<file path="src/rtl/useq_port_fifo_if.sv">
// rtl/useq_port_fifo_if.sv - port FIFO handshake/status bundle
//
// Groups the write side, read side, status flags and interrupt request of
// one useq port FIFO instance.
//   master : producer/consumer side (drives wr_*, rd_en, clr_err, irq_en)
//   slave  : the FIFO itself (drives rd_data, count, flags, irq)
// DATA_W and DEPTH must match the parameters of the attached FIFO.
interface useq_port_fifo_if #(
    parameter int DATA_W = 8,
    parameter int DEPTH  = 4
);
    localparam int AW = $clog2(DEPTH);

    logic              wr_en;
    logic [DATA_W-1:0] wr_data;
    logic              rd_en;
    logic [DATA_W-1:0] rd_data;
    logic              empty;
    logic              full;
    logic [AW:0]       count;
    logic              almost_full;
    logic              almost_empty;
    logic              overflow;
    logic              underflow;
    logic              clr_err;
    logic              irq_en;
    logic              irq;

    modport master (
        output wr_en, wr_data, rd_en, clr_err, irq_en,
        input  rd_data, empty, full, count, almost_full, almost_empty,
               overflow, underflow, irq
    );

    modport slave (
        input  wr_en, wr_data, rd_en, clr_err, irq_en,
        output rd_data, empty, full, count, almost_full, almost_empty,
               overflow, underflow, irq
    );
endinterface

</file>
<file path="src/rtl/useq_port_fifo.sv">
// rtl/useq_port_fifo.sv - parametrised first-word-fall-through port FIFO
//
// Ports:
//   clk    : single clock, all state changes on its rising edge
//   rst_n  : synchronous active-low reset
//   bus    : useq_port_fifo_if.slave
//            wr_en/wr_data push, rd_en pops the head (rd_data shows head),
//            empty/full/count/almost_* occupancy status,
//            overflow/underflow sticky errors cleared by clr_err,
//            irq registered request gated by irq_en.
module useq_port_fifo #(
    parameter int DATA_W    = 8,
    parameter int DEPTH     = 4,
    parameter int AF_LEVEL  = DEPTH - 1,
    parameter int AE_LEVEL  = 1,
    parameter int IRQ_LEVEL = 1
) (
    input  logic             clk,
    input  logic             rst_n,
    useq_port_fifo_if.slave  bus
);
    localparam int AW = $clog2(DEPTH);

    logic [DATA_W-1:0] mem [DEPTH];
    logic [AW-1:0]     wp;
    logic [AW-1:0]     rp;
    logic [AW:0]       count_q;
    logic [AW:0]       count_next;
    logic              wr_acc;
    logic              rd_acc;
    logic              ovf_new;
    logic              unf_new;
    logic              ovf_q;
    logic              unf_q;
    logic              irq_q;
    logic              is_empty;
    logic              is_full;

    assign is_empty = (count_q == '0);
    assign is_full  = (count_q == (AW+1)'(DEPTH));

    always_comb begin
        // A write into a full FIFO still lands when a pop frees the head slot
        // in the same cycle; the pointers never collide because rp moves too.
        wr_acc     = bus.wr_en && (!is_full || bus.rd_en);
        rd_acc     = bus.rd_en && !is_empty;
        ovf_new    = bus.wr_en && is_full && !bus.rd_en;
        unf_new    = bus.rd_en && is_empty;
        count_next = count_q + (AW+1)'(wr_acc) - (AW+1)'(rd_acc);
    end

    // Storage is deliberately not reset; contents are don't-care while empty.
    always_ff @(posedge clk) begin
        if (wr_acc) begin
            mem[wp] <= bus.wr_data;
        end
    end

    always_ff @(posedge clk) begin
        if (!rst_n) begin
            wp      <= '0;
            rp      <= '0;
            count_q <= '0;
            ovf_q   <= 1'b0;
            unf_q   <= 1'b0;
            irq_q   <= 1'b0;
        end else begin
            if (wr_acc) begin
                wp <= wp + AW'(1);
            end
            if (rd_acc) begin
                rp <= rp + AW'(1);
            end
            count_q <= count_next;
            // New errors win over a simultaneous clear.
            ovf_q   <= (ovf_q && !bus.clr_err) || ovf_new;
            unf_q   <= (unf_q && !bus.clr_err) || unf_new;
            irq_q   <= bus.irq_en && (count_next >= (AW+1)'(IRQ_LEVEL));
        end
    end

    assign bus.rd_data      = mem[rp];
    assign bus.empty        = is_empty;
    assign bus.full         = is_full;
    assign bus.count        = count_q;
    assign bus.almost_full  = (count_q >= (AW+1)'(AF_LEVEL));
    assign bus.almost_empty = (count_q <= (AW+1)'(AE_LEVEL));
    assign bus.overflow     = ovf_q;
    assign bus.underflow    = unf_q;
    assign bus.irq          = irq_q;
endmodule

</file>
<file path="src/flat_wrapper.sv">
// flat-port wrapper written by rule: the top's interface ports become plain ports
module useq_port_fifo_flat 
#(
    parameter int DATA_W    = 8,
    parameter int DEPTH     = 4,
    parameter int AF_LEVEL  = DEPTH - 1,
    parameter int AE_LEVEL  = 1,
    parameter int IRQ_LEVEL = 1
)
  (clk, rst_n, bus_wr_en, bus_wr_data, bus_rd_en, bus_clr_err, bus_irq_en, bus_rd_data, bus_empty, bus_full, bus_count, bus_almost_full, bus_almost_empty, bus_overflow, bus_underflow, bus_irq);
  useq_port_fifo_if #(.DATA_W(DATA_W), .DEPTH(DEPTH)) bus_i ();
  input  logic clk;
  input  logic rst_n;
  input wire logic [$bits(bus_i.wr_en)-1:0] bus_wr_en;
  input wire logic [$bits(bus_i.wr_data)-1:0] bus_wr_data;
  input wire logic [$bits(bus_i.rd_en)-1:0] bus_rd_en;
  input wire logic [$bits(bus_i.clr_err)-1:0] bus_clr_err;
  input wire logic [$bits(bus_i.irq_en)-1:0] bus_irq_en;
  output wire logic [$bits(bus_i.rd_data)-1:0] bus_rd_data;
  output wire logic [$bits(bus_i.empty)-1:0] bus_empty;
  output wire logic [$bits(bus_i.full)-1:0] bus_full;
  output wire logic [$bits(bus_i.count)-1:0] bus_count;
  output wire logic [$bits(bus_i.almost_full)-1:0] bus_almost_full;
  output wire logic [$bits(bus_i.almost_empty)-1:0] bus_almost_empty;
  output wire logic [$bits(bus_i.overflow)-1:0] bus_overflow;
  output wire logic [$bits(bus_i.underflow)-1:0] bus_underflow;
  output wire logic [$bits(bus_i.irq)-1:0] bus_irq;
  assign bus_i.wr_en = bus_wr_en;
  assign bus_i.wr_data = bus_wr_data;
  assign bus_i.rd_en = bus_rd_en;
  assign bus_i.clr_err = bus_clr_err;
  assign bus_i.irq_en = bus_irq_en;
  assign bus_rd_data = bus_i.rd_data;
  assign bus_empty = bus_i.empty;
  assign bus_full = bus_i.full;
  assign bus_count = bus_i.count;
  assign bus_almost_full = bus_i.almost_full;
  assign bus_almost_empty = bus_i.almost_empty;
  assign bus_overflow = bus_i.overflow;
  assign bus_underflow = bus_i.underflow;
  assign bus_irq = bus_i.irq;
  useq_port_fifo #(.DATA_W(DATA_W), .DEPTH(DEPTH), .AF_LEVEL(AF_LEVEL), .AE_LEVEL(AE_LEVEL), .IRQ_LEVEL(IRQ_LEVEL)) u_core (.clk(clk), .rst_n(rst_n), .bus(bus_i));
endmodule
</file>
<file path="config.mk">
export PLATFORM = sky130hd
export DESIGN_NAME = useq_port_fifo_flat
export DESIGN_NICKNAME = d
export VERILOG_FILES = /design/src/rtl/useq_port_fifo_if.sv /design/src/rtl/useq_port_fifo.sv /design/src/flat_wrapper.sv
export SDC_FILE = /design/constraint.sdc
export NUM_CORES = 1
export LEC_CHECK = 0
export BUFFER_PORTS_ARGS = -buffer_cell sky130_fd_sc_hd__buf_4
export CAP_MARGIN = 25
export CORE_ASPECT_RATIO = 0.9
export CORE_MARGIN = 3
export CORE_UTILIZATION = 35
export DETAILED_ROUTE_END_ITERATION = 8
export GPL_TIMING_DRIVEN = 0
export PLACE_DENSITY = 0.54
export SYNTH_ARGS = -nofsm -noshare
export SYNTH_HDL_FRONTEND = slang
export SYNTH_SLANG_ARGS = --single-unit
</file>
<file path="constraint.sdc">
create_clock -name clk -period 5.3 [get_ports clk]
set_input_delay 0.795 -clock clk [delete_from_list [all_inputs] [get_ports clk]]
set_output_delay 0.795 -clock clk [all_outputs]
set_load 0.1 [all_outputs]
</file>
==> run_results.csv <==
group,metric,value,unit
outcome,outcome,"completed",
sta,report.final.setup_viol,0,
floorplan,floorplan.initialDensity,38.01,%
clocking,number_of_buffers_inserted_to_repair_setup_after_cts,0,
clocking,numCtsBuffers,5,
yosys,syn_area_per_cell,16.51,sq um
floorplan,die_area,0.005988,sq mm
global_route,antenna_found_initial,0,
critical_path,required,4.51,ns
yosys,post_synth_instance_area,0.001783,sq mm
worst_hold_path,min_path_type,"reg2reg",
sta,grt_setup_unrepaired,"false",
critical_path,endpoint_kind,"output port",
placement,placedCellCount,201,
detailed_routing,route.detailed.vias_per_inst,4.526,
cells_and_area,finish.cell_count_without_fillers,209,
global_route,globalRoute.totalOverflow,0,
sta,final_max_slew_viol_count,0,
yosys,synth_seq_area_share,67.37,%
sta,final.period_utilization,46.90,%
detailed_routing,antenna_viol_nets_final,0,
sta,clock_skew,0.007423,ns
global_route,grt_max_degree,14,
sta,fmax,402.3,MHz
sta,clock_period_minus_final_worst_setup_slack,2.486,ns
clocking,clock_insertion_delay_worst_skew,0.28,ns
run,max_cap_viol_count,0,
yosys,ys.warnings.count,0,
yosys,total_nets_after_synthesis,131,
critical_path,critical-path-slowest-cell,"sky130_fd_sc_hd__mux4_2",
placement,place.port_buffers,31,
global_route,grt_use_total,11.31,%
yosys,syn-instance-count,108,
placement,gpl.final_weighted_congestion,0.6849,
floorplan,die-height,73.71,microns
critical_path,crit_arrival,1.69,ns
clocking,cts_num_sinks,44,
detailed_routing,detail_route.wl_per_cell,14.40,microns
worst_hold_path,hold_path.startpoint,"u_core.rp[1]$_SDFFE_PN0P_",
detailed_routing,count_of_vias_placed_by_the_detailed_router,946,
detailed_routing,dr.first_iter.drc_count,44,
critical_path,critPathMaxFanout,8,
floorplan,io_pins,32,
cells_and_area,final_util,46.39,%
critical_path,max_stage_delay,0.56,ns
sta,worst_slew_pin_slew,0.5532,ns
clocking,cts.hold.buffers_added,0,
critical_path,timing.setup.critical_path_class,"reg2out",
clocking,cts.htree.levels,2,
cells_and_area,diodes,0,
critical_path,worstReg2RegStart,"u_core.bus.count[1]$_SDFF_PN0_",
clocking,cts.path.max_buffers,2,
cells_and_area,finalNetCount,169,
placement,hpwl,2258,microns
floorplan,core_area,0.004691,sq mm
clocking,tritoncts,"done",
floorplan,dieWidth,81.24,microns
critical_path,critPathLaunchType,"flip-flop",
clocking,ctsRootBufferMaster,"sky130_fd_sc_hd__clkbuf_8",
cells_and_area,layout_cell_share_with_drive_strength_beyond_1,34.01,%
yosys,ys_ff_latch,44,
sta,sum_of_negative_setup_slack,0,ns
detailed_routing,drc,0,
sta,timing.max_slew.rel_slack,63.12,%
detailed_routing,first_pass_iters,4,
yosys,synth_cell_types,24,
global_route,grt_pass1_wl,4857,microns
detailed_routing,routed_wirelength,3009,microns
floorplan,placementRows,23,
sta,finalHoldViolations,0,
cells_and_area,area_delta_synth_final,22.04,%
clocking,cts.clk_slew.worst_paths,0.07,ns
critical_path,crit_path_cell_trace,"buf_2 > mux4_2 > buf_4",
clocking,post_cts_resize_count,0,
global_route,first_global_vias,975,
==> final cells by class <==
type / count / area, sq um
Tap cell: 62 / 77.57
Clock inverter: 3 / 13.76
Sequential cell: 44 / 1201
Inverter: 7 / 26.28
Fill cell: 434 / 2515
Multi-Input combinational cell: 53 / 531.8
Clock buffer: 5 / 68.82
Buffer: 4 / 23.77
Timing Repair Buffer: 31 / 232.7
==> kinds of logic (layout without fill, tap and decap cells) <==
kind of cell	after synthesis	after routing	share of synthesized area [%]
AO/OA/AOI/OAI	8	8	2.667
XOR/XNOR	1	1	0.4913
adder cells (fa/ha/maj)	9	9	6.737
buffers and inverters	11	50	2.807
flip-flops	44	44	67.37
multiplexers	10	10	11.23
AND/OR/NAND/NOR	25	25	8.702
==> critical path, delay by kind of cell, from the launching register on <==
kind | cells | cell delay (ns)
DFF | 1 | 0.30
buffers and inverters | 2 | 0.54
muxes | 1 | 0.56
==> layer usage <==
metal / GRT usage, % / share of wire, % / vias to the layer above
li1: - / - / 470
met1: 14.24 / 46 / 452
met2: 18.41 / 49 / 20
met3: 3.554 / 4.8 / 4
met4: 3.940 / 0.83 / 0
met5: 0 / 0 / -
==> worst paths after layout <==
check	end	cells after the start	slack [ns]
hold reg to reg	flip-flop	2	0.49
setup / recovery	bus_rd_data[1]	3	2.81
setup reg to reg	u_core.bus.irq$_SDFF_PN0_	8	2.95
hold / removal	flip-flop	2	0.49
==> cell usage after synthesis <==
| master | count | area (sq um) |
|---|---|---|
| sky130_fd_sc_hd__nand2_1 | 7 | 26.28 |
| sky130_fd_sc_hd__buf_1 | 1 | 3.750 |
| sky130_fd_sc_hd__edfxtp_1 | 32 | 960.9 |
| sky130_fd_sc_hd__or3_1 | 1 | 6.260 |
| sky130_fd_sc_hd__o311a_1 | 1 | 10.01 |
| sky130_fd_sc_hd__ha_1 | 8 | 100.1 |
| sky130_fd_sc_hd__and2_1 | 7 | 43.79 |
| sky130_fd_sc_hd__nor3_1 | 1 | 5.000 |
| sky130_fd_sc_hd__dfxtp_1 | 12 | 240.2 |
| sky130_fd_sc_hd__mux4_2 | 8 | 180.2 |
| sky130_fd_sc_hd__clkbuf_1 | 1 | 3.750 |
| sky130_fd_sc_hd__nor3_2 | 1 | 10.01 |
| sky130_fd_sc_hd__buf_6 | 1 | 11.26 |
| sky130_fd_sc_hd__a21boi_1 | 1 | 7.510 |
| sky130_fd_sc_hd__fa_1 | 1 | 20.02 |
| sky130_fd_sc_hd__nor2b_1 | 6 | 37.54 |
| sky130_fd_sc_hd__nand4bb_1 | 1 | 11.26 |
| sky130_fd_sc_hd__nor4b_2 | 1 | 15.01 |
| sky130_fd_sc_hd__inv_1 | 7 | 26.28 |
| sky130_fd_sc_hd__o21ai_0 | 4 | 20.02 |
| sky130_fd_sc_hd__buf_2 | 1 | 5.000 |
| sky130_fd_sc_hd__a21oi_1 | 2 | 10.01 |
| sky130_fd_sc_hd__xnor2_1 | 1 | 8.760 |
| sky130_fd_sc_hd__mux2i_1 | 2 | 20.02 |
==> state kept, by name (all words and copies together) (netlist names), named ones only <==
name	count
u_core.mem	32
u_core.bus.irq	1
u_core.bus.overflow	1
u_core.bus.count	3
u_core.wp	2
u_core.bus.underflow	1
u_core.rp	2
==> layout by cell type (no fill, tap or decap), types with 2 or more instances in the layout <==
cell type	n
sky130_fd_sc_hd__nor2b_1	6
sky130_fd_sc_hd__edfxtp_1	32
sky130_fd_sc_hd__and2_1	7
sky130_fd_sc_hd__a21oi_1	2
sky130_fd_sc_hd__clkinv_2	2
sky130_fd_sc_hd__mux4_2	8
sky130_fd_sc_hd__dfxtp_1	12
sky130_fd_sc_hd__buf_4	31
sky130_fd_sc_hd__o21ai_0	4
sky130_fd_sc_hd__inv_1	7
sky130_fd_sc_hd__nand2_1	7
sky130_fd_sc_hd__clkbuf_8	5
sky130_fd_sc_hd__mux2i_1	2
sky130_fd_sc_hd__ha_1	8
==> per-stage QoR <==
stage          setup slack (ns)  hold WS (ns)  area, sq um
2_1_floorplan             1.239        0.4560         1783
3_3_place_gp              2.690        0.4705         2093
3_5_place_dp              2.667        0.4822         2093
4_1_cts                   2.779        0.4930         2176
5_1_grt                   2.732        0.5137         2176
6_report                  2.814        0.4930         2176
Power is left out: the tool's default activity adds up to more than one toggle a clock period on the data nets, which glitch-free logic cannot reach.
